===== src/rtl/dmem_arb_pkg.sv =====
// Shared types for the two-master Wishbone data-memory arbiter.
package dmem_arb_pkg;

  localparam int unsigned NUM_MASTERS = 2;
  localparam int unsigned WB_ADR_W    = 32;
  localparam int unsigned WB_DAT_W    = 32;
  localparam int unsigned WB_SEL_W    = 4;

  typedef enum logic [1:0] {
    ARB_IDLE,
    ARB_OWN0,
    ARB_OWN1
  } arb_state_t;

  typedef struct packed {
    logic                cyc;
    logic                stb;
    logic                we;
    logic [WB_ADR_W-1:0] adr;
    logic [WB_DAT_W-1:0] dat;
    logic [WB_SEL_W-1:0] sel;
  } wb_req_t;

endpackage


===== src/rtl/wb_arb_timeout.sv =====
// Bus watchdog: counts strobe cycles without a response and flags expiry
// in the cycle the count reaches TIMEOUT_CYCLES-1. TIMEOUT_CYCLES=0 disables it.
module wb_arb_timeout #(
  parameter int unsigned TIMEOUT_CYCLES = 255
) (
  input  logic clk,
  input  logic reset,
  input  logic i_active,
  input  logic i_clear,
  output logic o_expire
);

  localparam int unsigned CW    = (TIMEOUT_CYCLES == 0) ? 1 : $clog2(TIMEOUT_CYCLES + 1);
  localparam int unsigned LIMIT = (TIMEOUT_CYCLES == 0) ? 0 : TIMEOUT_CYCLES - 1;

  logic [CW-1:0] r_cnt;
  logic          w_expire;

  assign w_expire = (TIMEOUT_CYCLES != 0) && i_active && (r_cnt == CW'(LIMIT));
  assign o_expire = w_expire;

  // Saturating count; expiry clears so the master may retry without a stale count.
  always_ff @(posedge clk) begin
    if (reset || i_clear || w_expire || (TIMEOUT_CYCLES == 0)) begin
      r_cnt <= '0;
    end else if (i_active && (r_cnt != CW'(TIMEOUT_CYCLES))) begin
      r_cnt <= r_cnt + 1'b1;
    end
  end

endmodule


===== src/rtl/wb_dmem_arbiter.sv =====
// Round-robin Wishbone classic arbiter: core data port (m0) and debug bus master (m1)
// share the data memory slave; grant is held for the whole cyc burst.
module wb_dmem_arbiter
  import dmem_arb_pkg::*;
#(
  parameter int unsigned ADDR_WIDTH     = 32,
  parameter int unsigned TIMEOUT_CYCLES = 255,
  parameter int unsigned PRIO_RESET     = 0
) (
  input  logic                  clk,
  input  logic                  reset,
  input  logic                  m0_cyc,
  input  logic                  m0_stb,
  input  logic                  m0_we,
  input  logic [ADDR_WIDTH-1:0] m0_adr,
  input  logic [31:0]           m0_dat_i,
  input  logic [3:0]            m0_sel,
  output logic [31:0]           m0_dat_o,
  output logic                  m0_ack,
  output logic                  m0_err,
  input  logic                  m1_cyc,
  input  logic                  m1_stb,
  input  logic                  m1_we,
  input  logic [ADDR_WIDTH-1:0] m1_adr,
  input  logic [31:0]           m1_dat_i,
  input  logic [3:0]            m1_sel,
  output logic [31:0]           m1_dat_o,
  output logic                  m1_ack,
  output logic                  m1_err,
  output logic                  s_cyc,
  output logic                  s_stb,
  output logic                  s_we,
  output logic [ADDR_WIDTH-1:0] s_adr,
  output logic [31:0]           s_dat_o,
  output logic [3:0]            s_sel,
  input  logic [31:0]           s_dat_i,
  input  logic                  s_ack,
  input  logic                  s_err,
  output logic [1:0]            grant,
  output logic                  timeout_pulse
);

  arb_state_t r_state, w_next_state;
  logic       r_prio, w_next_prio;
  wb_req_t    w_req0, w_req1, w_own;
  logic       w_own0, w_own1, w_any;
  logic       w_active, w_clear, w_expire;
  logic [NUM_MASTERS-1:0] w_grant;

  always_ff @(posedge clk) begin
    if (reset) begin
      r_state <= ARB_IDLE;
      r_prio  <= 1'(PRIO_RESET);
    end else begin
      r_state <= w_next_state;
      r_prio  <= w_next_prio;
    end
  end

  // r_prio names the master that wins a simultaneous request from idle.
  always_comb begin
    w_next_state = r_state;
    w_next_prio  = r_prio;
    case (r_state)
      ARB_IDLE: begin
        if (m0_cyc && (!m1_cyc || !r_prio)) w_next_state = ARB_OWN0;
        else if (m1_cyc)                    w_next_state = ARB_OWN1;
      end
      ARB_OWN0: if (!m0_cyc) begin
        w_next_state = ARB_IDLE;
        w_next_prio  = 1'b1;
      end
      ARB_OWN1: if (!m1_cyc) begin
        w_next_state = ARB_IDLE;
        w_next_prio  = 1'b0;
      end
      default: w_next_state = ARB_IDLE;
    endcase
  end

  always_comb begin
    w_req0 = '{cyc: m0_cyc, stb: m0_stb, we: m0_we, adr: WB_ADR_W'(m0_adr),
               dat: m0_dat_i, sel: m0_sel};
    w_req1 = '{cyc: m1_cyc, stb: m1_stb, we: m1_we, adr: WB_ADR_W'(m1_adr),
               dat: m1_dat_i, sel: m1_sel};
    w_own0 = (r_state == ARB_OWN0);
    w_own1 = (r_state == ARB_OWN1);
    w_any  = w_own0 | w_own1;
    w_own  = '0;
    if (w_own0)      w_own = w_req0;
    else if (w_own1) w_own = w_req1;
  end

  // Watchdog sees only a live owner strobe with no slave response.
  assign w_active = w_any & w_own.cyc & w_own.stb & ~s_ack & ~s_err;
  assign w_clear  = ~w_active;

  wb_arb_timeout #(
    .TIMEOUT_CYCLES(TIMEOUT_CYCLES)
  ) u_timeout (
    .clk     (clk),
    .reset   (reset),
    .i_active(w_active),
    .i_clear (w_clear),
    .o_expire(w_expire)
  );

  always_comb begin
    w_grant       = {w_own1, w_own0};
    grant         = w_grant;
    s_cyc         = w_own.cyc & ~w_expire;
    s_stb         = w_own.stb & ~w_expire;
    s_we          = w_own.we;
    s_adr         = ADDR_WIDTH'(w_own.adr);
    s_dat_o       = w_own.dat;
    s_sel         = w_own.sel;
    m0_dat_o      = w_own0 ? s_dat_i : '0;
    m1_dat_o      = w_own1 ? s_dat_i : '0;
    m0_ack        = w_own0 & s_ack;
    m1_ack        = w_own1 & s_ack;
    m0_err        = w_own0 & (s_err | w_expire);
    m1_err        = w_own1 & (s_err | w_expire);
    timeout_pulse = w_expire;
  end

endmodule


===== config.mk =====
export PLATFORM = sky130hd
export DESIGN_NAME = wb_dmem_arbiter
export DESIGN_NICKNAME = d
export VERILOG_FILES = /design/src/rtl/dmem_arb_pkg.sv /design/src/rtl/wb_arb_timeout.sv /design/src/rtl/wb_dmem_arbiter.sv
export SDC_FILE = /design/constraint.sdc
export NUM_CORES = 1
export LEC_CHECK = 0
export CORE_AREA = 2 2 125 127
export DETAILED_ROUTE_END_ITERATION = 8
export DIE_AREA = 0 0 127 129
export HOLD_SLACK_MARGIN = 0.15
export MAX_ROUTING_LAYER = met4
export PLACE_DENSITY_LB_ADDON = 0.05
export SYNTH_ARGS = -nofsm -noshare
export SYNTH_HDL_FRONTEND = slang
export SYNTH_SLANG_ARGS = --single-unit
export TNS_END_PERCENT = 30

===== constraint.sdc =====
create_clock -name clk -period 2.08 [get_ports clk]
set_input_delay 0.208 -clock clk [delete_from_list [all_inputs] [get_ports clk]]
set_output_delay 0.208 -clock clk [all_outputs]
set_load 0.02 [all_outputs]

==> impl_metrics.ini, run 1 <==
[sta]
setup_slack_ns = -0.124
relSlewSlack_pct = 73.7
slew_viol_final = 0
min_period_over_period_pct = 106
setup_viol = 4
setup_tns_ns = -0.296
skew_ns = 0.000835
hold_viol = 0
clock.fmax_mhz = 454
rsz0062_at_grt = true
finalCriticalPeriod_ns = 2.20
tightest_slew_ns = 0.394

[yosys]
syn_area_per_cell_sq_um = 5.46
synth_cell_types = 34
postSynth.asyncResetShare_pct = 0
yosysTopAreaCellShare_pct = 25.6
synth_seq_cells = 11
yosysMostFrequentCell = nand2_1
synth_edf_count = 0
synthTopCellsByArea = nand2_1, and2_1, o21ai_0
synth_nets = 567
synthCells = 384
ys_top_cells_by_count = nand2_1, o21ai_0, and2_1
netlist_area_sq_um = 2100
synth_top_area_cell = nand2_1
synth_warnings = 0
seq_area_frac_synth_pct = 10.5
synth_flop_cell = dfxtp_1

[worst_setup_path]
slowest_stage = or3b_4
path_common_cell = buf_4
r2r_start = r_state[1]
worstSetupPathType = reg -> out
cp_max_fo = 2
slowest_delay_ns = 0.40
cp.required_ns = 1.87
cp_cell_sequence = inv_2 > ha_4 > or3b_4 > a2111oi_4 > buf_4 > nor2_2 > nor2b_1 > buf_4
end_kind = primary output
start_kind = register
cp.arrival_ns = 2.00
cp-startpoint = r_state[1]

[global_route]
grt_max_degree = 86
grt_pass1_vias = 3452
grt_pass1_wl_microns = 20900
antenna_found_initial = 0
grt_overflow_total = 0
groute.usage.overall_pct = 16.7

[die]
fp.dieW_microns = 127
io_pins = 320
die_height_microns = 129
start_util_pct = 14.0
rows = 45
dieArea_sq_um = 16400
core_area_sq_um = 15000

[placed_design]
dp_hpwl_microns = 12100
dp.cells = 887
placed_cell_area_sq_um = 5680
numPortBuffers = 319
gp_congestion = 0.862

[layout]
finalInstanceArea_sq_um = 5640
fillers = 1623
finalNetCount = 889
area_growth_pct = 169
antenna-diode-count = 0
drive_gt1_share_pct = 14.8
stdcell_count = 893

[clock_network]
cts.sinks = 11
clkLatencyLatePin_ns = 0.24
ctsRootBufferMaster = clkbuf_16
htreeDepth = 1
cts-hold-fix-buffers = 0
clk_pin_slew_ns = 0.05
cts_buffers = 3
clockBufferDepth = 2
cts_tree = built

[route]
drt_iter0_markers = 152
first_pass_iters = 4
postRouteAntennaNets = 0
wire_per_inst_microns = 16.6
vias = 3657
viasPerCell = 4.10
drcViolationCount = 0
wirelength_microns = 14900

[min_path]
min_from = r_prio
worstHoldPathType = reg -> reg

[flow_run]
drv_cap = 0

[run_status]
status = finished with violations
violations = setup timing

[power]
pwr_density_cell_nw_per_um2 = 478
vdd_drop_max_v = 0.000407
p_leak_nw = 2.68
## power by group
part / switching [mW] / total (mW) / internal [mW]
Sequential: 0.00636 / 0.231 / 0.224
Combinational: 1.14 / 2.10 / 0.967
Clock: 0.109 / 0.365 / 0.256
## layout by cell type, fill, tap and decap left out, types with 3 or more instances in the layout
master / instances
clkdlybuf4s50_1: 177
nand2_1: 143
o21ai_0: 69
and2_1: 66
dlygate4sd2_1: 66
buf_4: 33
clkbuf_2: 24
dlymetal6s2s_1: 13
clkdlybuf4s15_2: 11
dfxtp_1: 9
a21oi_1: 7
nor2_1: 7
buf_2: 6
nand3_1: 5
clkdlybuf4s15_1: 5
buf_6: 5
buf_12: 5
clkbuf_16: 4
dlygate4sd1_1: 4
xor2_1: 3
xnor2_1: 3
ha_4: 3
## state kept, by name (all words and copies together) (netlist names)
signal / flops
r_prio: 1
r_state: 2
u_timeout.r_cnt: 8
## cell type report
type	count	area, sq um	share of cell area (%)
inverters	4	15.0	0.266
clock buffers	3	75.1	1.33
multi-input cells	335	1760	31.2
well taps	188	235	4.17
clock inverters	1	5.00	0.0887
flip-flops and latches	11	223	3.95
repair buffers	351	3330	59.0
## repair_timing
item                                    in CTS  in global routing
pin swaps                                    1                  2
resized for setup                          196                104
endpoints found under the setup margin     133                 76
setup buffers                                1                  0
cloned                                       0                  1
## per-layer routing
layer | wire (microns) | global-route usage (%) | up-vias
met5 | 0 | - | -
li1 | - | - | 1881
met2 | 7930 | 31.5 | 136
met3 | 852 | 2.54 | 14
met4 | 261 | 2.97 | 0
met1 | 5830 | 18.8 | 1626
## critical path: cells and delay by family, from the launching register on
family | cells | cell delay (ns)
compound gates | 1 | 0.23
simple gates | 3 | 0.56
buf+inv | 3 | 0.38
flops | 1 | 0.32
fa+ha+maj | 1 | 0.26
## metrics by stage
stage               setup WS (ns)  util, %  hold WS (ns)  power [mW]
finish                     -0.124     37.7         0.484        2.70
global route               -0.247     37.7         0.500        2.88
CTS                        -0.280     37.9         0.480        2.71
detailed placement         -0.345     37.9         0.473        2.51
global placement           -0.302     37.9         0.468        2.51
floorplan                 -0.0189        -         0.277        1.21
## cell families after synthesis
logic type | share of synthesized area, %
flip-flops | 10.5
XOR/XNOR | 2.50
adder cells (fa/ha/maj) | 2.98
AO/OA/AOI/OAI | 22.8
AND/OR/NAND/NOR | 52.9
buffers and inverters | 7.33
multiplexers | 1.01
## worst paths after layout
check                                           to  slack (ns)  cells after the start
worst max-delay path                        m0_err       -0.12                      8
worst min-delay path                        r_prio        0.48                      2
worst max register to register  u_timeout.r_cnt[1]        0.25                      6
worst min register to register              r_prio        0.48                      2
Power figures use the tool's default switching activity.
==> run 2, diff against run 1 <==
--- a/config.mk
+++ b/config.mk
@@ -11,6 +11,7 @@
 export HOLD_SLACK_MARGIN = 0.15
 export MAX_ROUTING_LAYER = met4
 export PLACE_DENSITY_LB_ADDON = 0.05
+export RECOVER_POWER = 50
 export SYNTH_ARGS = -nofsm -noshare
 export SYNTH_HDL_FRONTEND = slang
 export SYNTH_SLANG_ARGS = --single-unit
==> results of run 2 <==
Same layout as run 1: the final DEF is identical, and so are final timing and power.
==> run 3, diff against run 2 <==
==> constraint.sdc (replaced) <==
create_clock -name clk -period 2.35 [get_ports clk]
set_input_delay 0.235 -clock clk [delete_from_list [all_inputs] [get_ports clk]]
set_output_delay 0.235 -clock clk [all_outputs]
set_load 0.02 [all_outputs]
==> impl_metrics.ini, run 3 (same netlist as run 1, synthesis figures left out) <==
[global_route]
grt_busiest_layer = met2
met2_usage_pct = 32.6
grt_max_degree = 86
antenna_found_initial = 3
grt_util_met1_pct = 18.2
grt_pass1_wl_microns = 21300
grt_overflow_total = 0
grt_pass1_vias = 3572
groute.usage.overall_pct = 17.0
use_met3_pct = 3.53

[clock_network]
clkLatencyLatePin_ns = 0.24
clk_pin_slew_ns = 0.04
cts.sinks = 11
htreeDepth = 1
cts_buffers = 3
clockBufferDepth = 2
cts-hold-fix-buffers = 0
cts_tree = built
ctsRootBufferMaster = clkbuf_16

[sta]
hold_viol = 0
rsz0062_at_grt = true
tightest_slew_ns = 0.419
slew_viol_final = 0
setup_slack_ns = -0.0189
relSlewSlack_pct = 72.1
finalCriticalPeriod_ns = 2.37
setup_viol = 1
min_period_over_period_pct = 101
skew_ns = 0.00144
clock.fmax_mhz = 422

[route]
wirelength_microns = 15200
viasPerCell = 4.20
wire_per_inst_microns = 17.3
postRouteAntennaNets = 0
drcViolationCount = 0
drt_iter0_markers = 141
first_pass_iters = 4
vias = 3692

[power]
swShare_pct = 45.2
power.share.sequential_pct = 8.4
comb_power_share_pct = 78.8
power_frac_clock_pct = 12.8
pwr_density_cell_nw_per_um2 = 424
vdd_drop_max_v = 0.000348
p_leak_nw = 2.57
p_int_mw = 1.32
power.switching_mw = 1.09

[die]
io_pins = 320
core_area_sq_um = 15000
start_util_pct = 14.0
dieArea_sq_um = 16400
die_height_microns = 129
fp.dieW_microns = 127
rows = 45

[placed_design]
numPortBuffers = 319
gp_congestion = 0.870
placed_cell_area_sq_um = 5520
dpl_worst_slack_ns = -0.248
dp_hpwl_microns = 11100

[flow_run]
drv_cap = 0

[worst_setup_path]
cp_max_fo = 6
worstSetupPathType = reg -> out
cp.arrival_ns = 2.13
end_kind = primary output
start_kind = register
cp.required_ns = 2.12

[layout]
largest_reg_flops = 8
fillers = 1603
top_register = u_timeout.r_cnt
drive_gt1_share_pct = 5.38
layout_common_cells = clkdlybuf4s50_1, nand2_1, o21ai_0
fin_util_pct = 37.9
area_growth_pct = 170
finalInstanceArea_sq_um = 5670
largestRegisters = u_timeout.r_cnt: 8 flops, r_state: 2 flops, r_prio: 1 flops
final_common_cell = clkdlybuf4s50_1
finalNetCount = 872

[min_path]
worstHoldPathType = reg -> reg

[run_status]
status = finished with violations
violations = setup timing
==> run 3: cell types whose count changed in the layout (fill, tap and decap cells not counted), sizes merged <==
cell / before / now
clkdlybuf4s15: 16 / 1
clkbuf: 28 / 6
diode: 0 / 3
clkinv: 1 / 0
clkdlybuf4s50: 177 / 236
dlygate4sd1: 4 / 0
dlygate4sd2: 66 / 51
buf: 50 / 22
dlymetal6s2s: 13 / 22
==> run 3: critical path: stages, from the launching register on <==
cell and delay, ns:
dfxtp_1 0.32, inv_1 0.06, buf_4 0.13, ha_4 0.21, nand4b_1 0.29, a2111oi_4 0.41
buf_4 0.19, a21oi_1 0.04, clkdlybuf4s15_2 0.25
==> run 3: path summary, 6_finish.rpt <==
path | startpoint | end | slack [ns] | cells after the start
max | r_state[1] | s_stb | -0.02 | 8
max reg2reg | r_state[1] | r_state[0] | 0.34 | 7
min reg2reg | r_prio | r_prio | 0.48 | 2
min | r_prio | r_prio | 0.48 | 2
==> run 3: cell type report <==
cell class,count,area [sq um],area share [%]
clock buffers,4,78.8,1.39
well taps,188,235,4.15
flip-flops and latches,11,220,3.88
inverters,4,15.0,0.265
repair buffers,334,3370,59.3
diodes,3,7.51,0.132
multi-input cells,335,1750,30.8
==> run 3: per-stage QoR <==
stage / std cells / TNS, ns / hold WS (ns) / power, mW
4_1_cts: 875 / -0.0346 / 0.487 / 2.44
6_report: 879 / -0.0189 / 0.477 / 2.41
2_1_floorplan: 384 / 0 / 0.304 / 1.07
5_1_grt: 879 / -0.0984 / 0.516 / 2.55
3_5_place_dp: 869 / -0.987 / 0.482 / 2.14
3_3_place_gp: 869 / -0.808 / 0.482 / 2.14
==> run 3: what timing repair did <==
item | in CTS | in global routing
setup buffers | 0 | 0
pin swaps | 1 | 0
resized for setup | 71 | 25
cloned | 2 | 1
endpoints found under the setup margin | 110 | 43
==> run 3: layer usage <==
layer / vias to the layer above / share of wire [%]
met1: 1684 / 38
met3: 8 / 6.8
met2: 146 / 54
li1: 1854 / -
met5: - / 0
met4: 0 / 0.78
==> run 3: power by group through the flow <==
stage	logic [mW]	clock network, mW	registers, mW
final	1.90	0.307	0.203
after floorplan	0.868	0	0.205
after CTS	1.92	0.316	0.203
after detailed placement	1.94	0	0.206
after global placement	1.93	0	0.206
after global routing	2.03	0.320	0.204
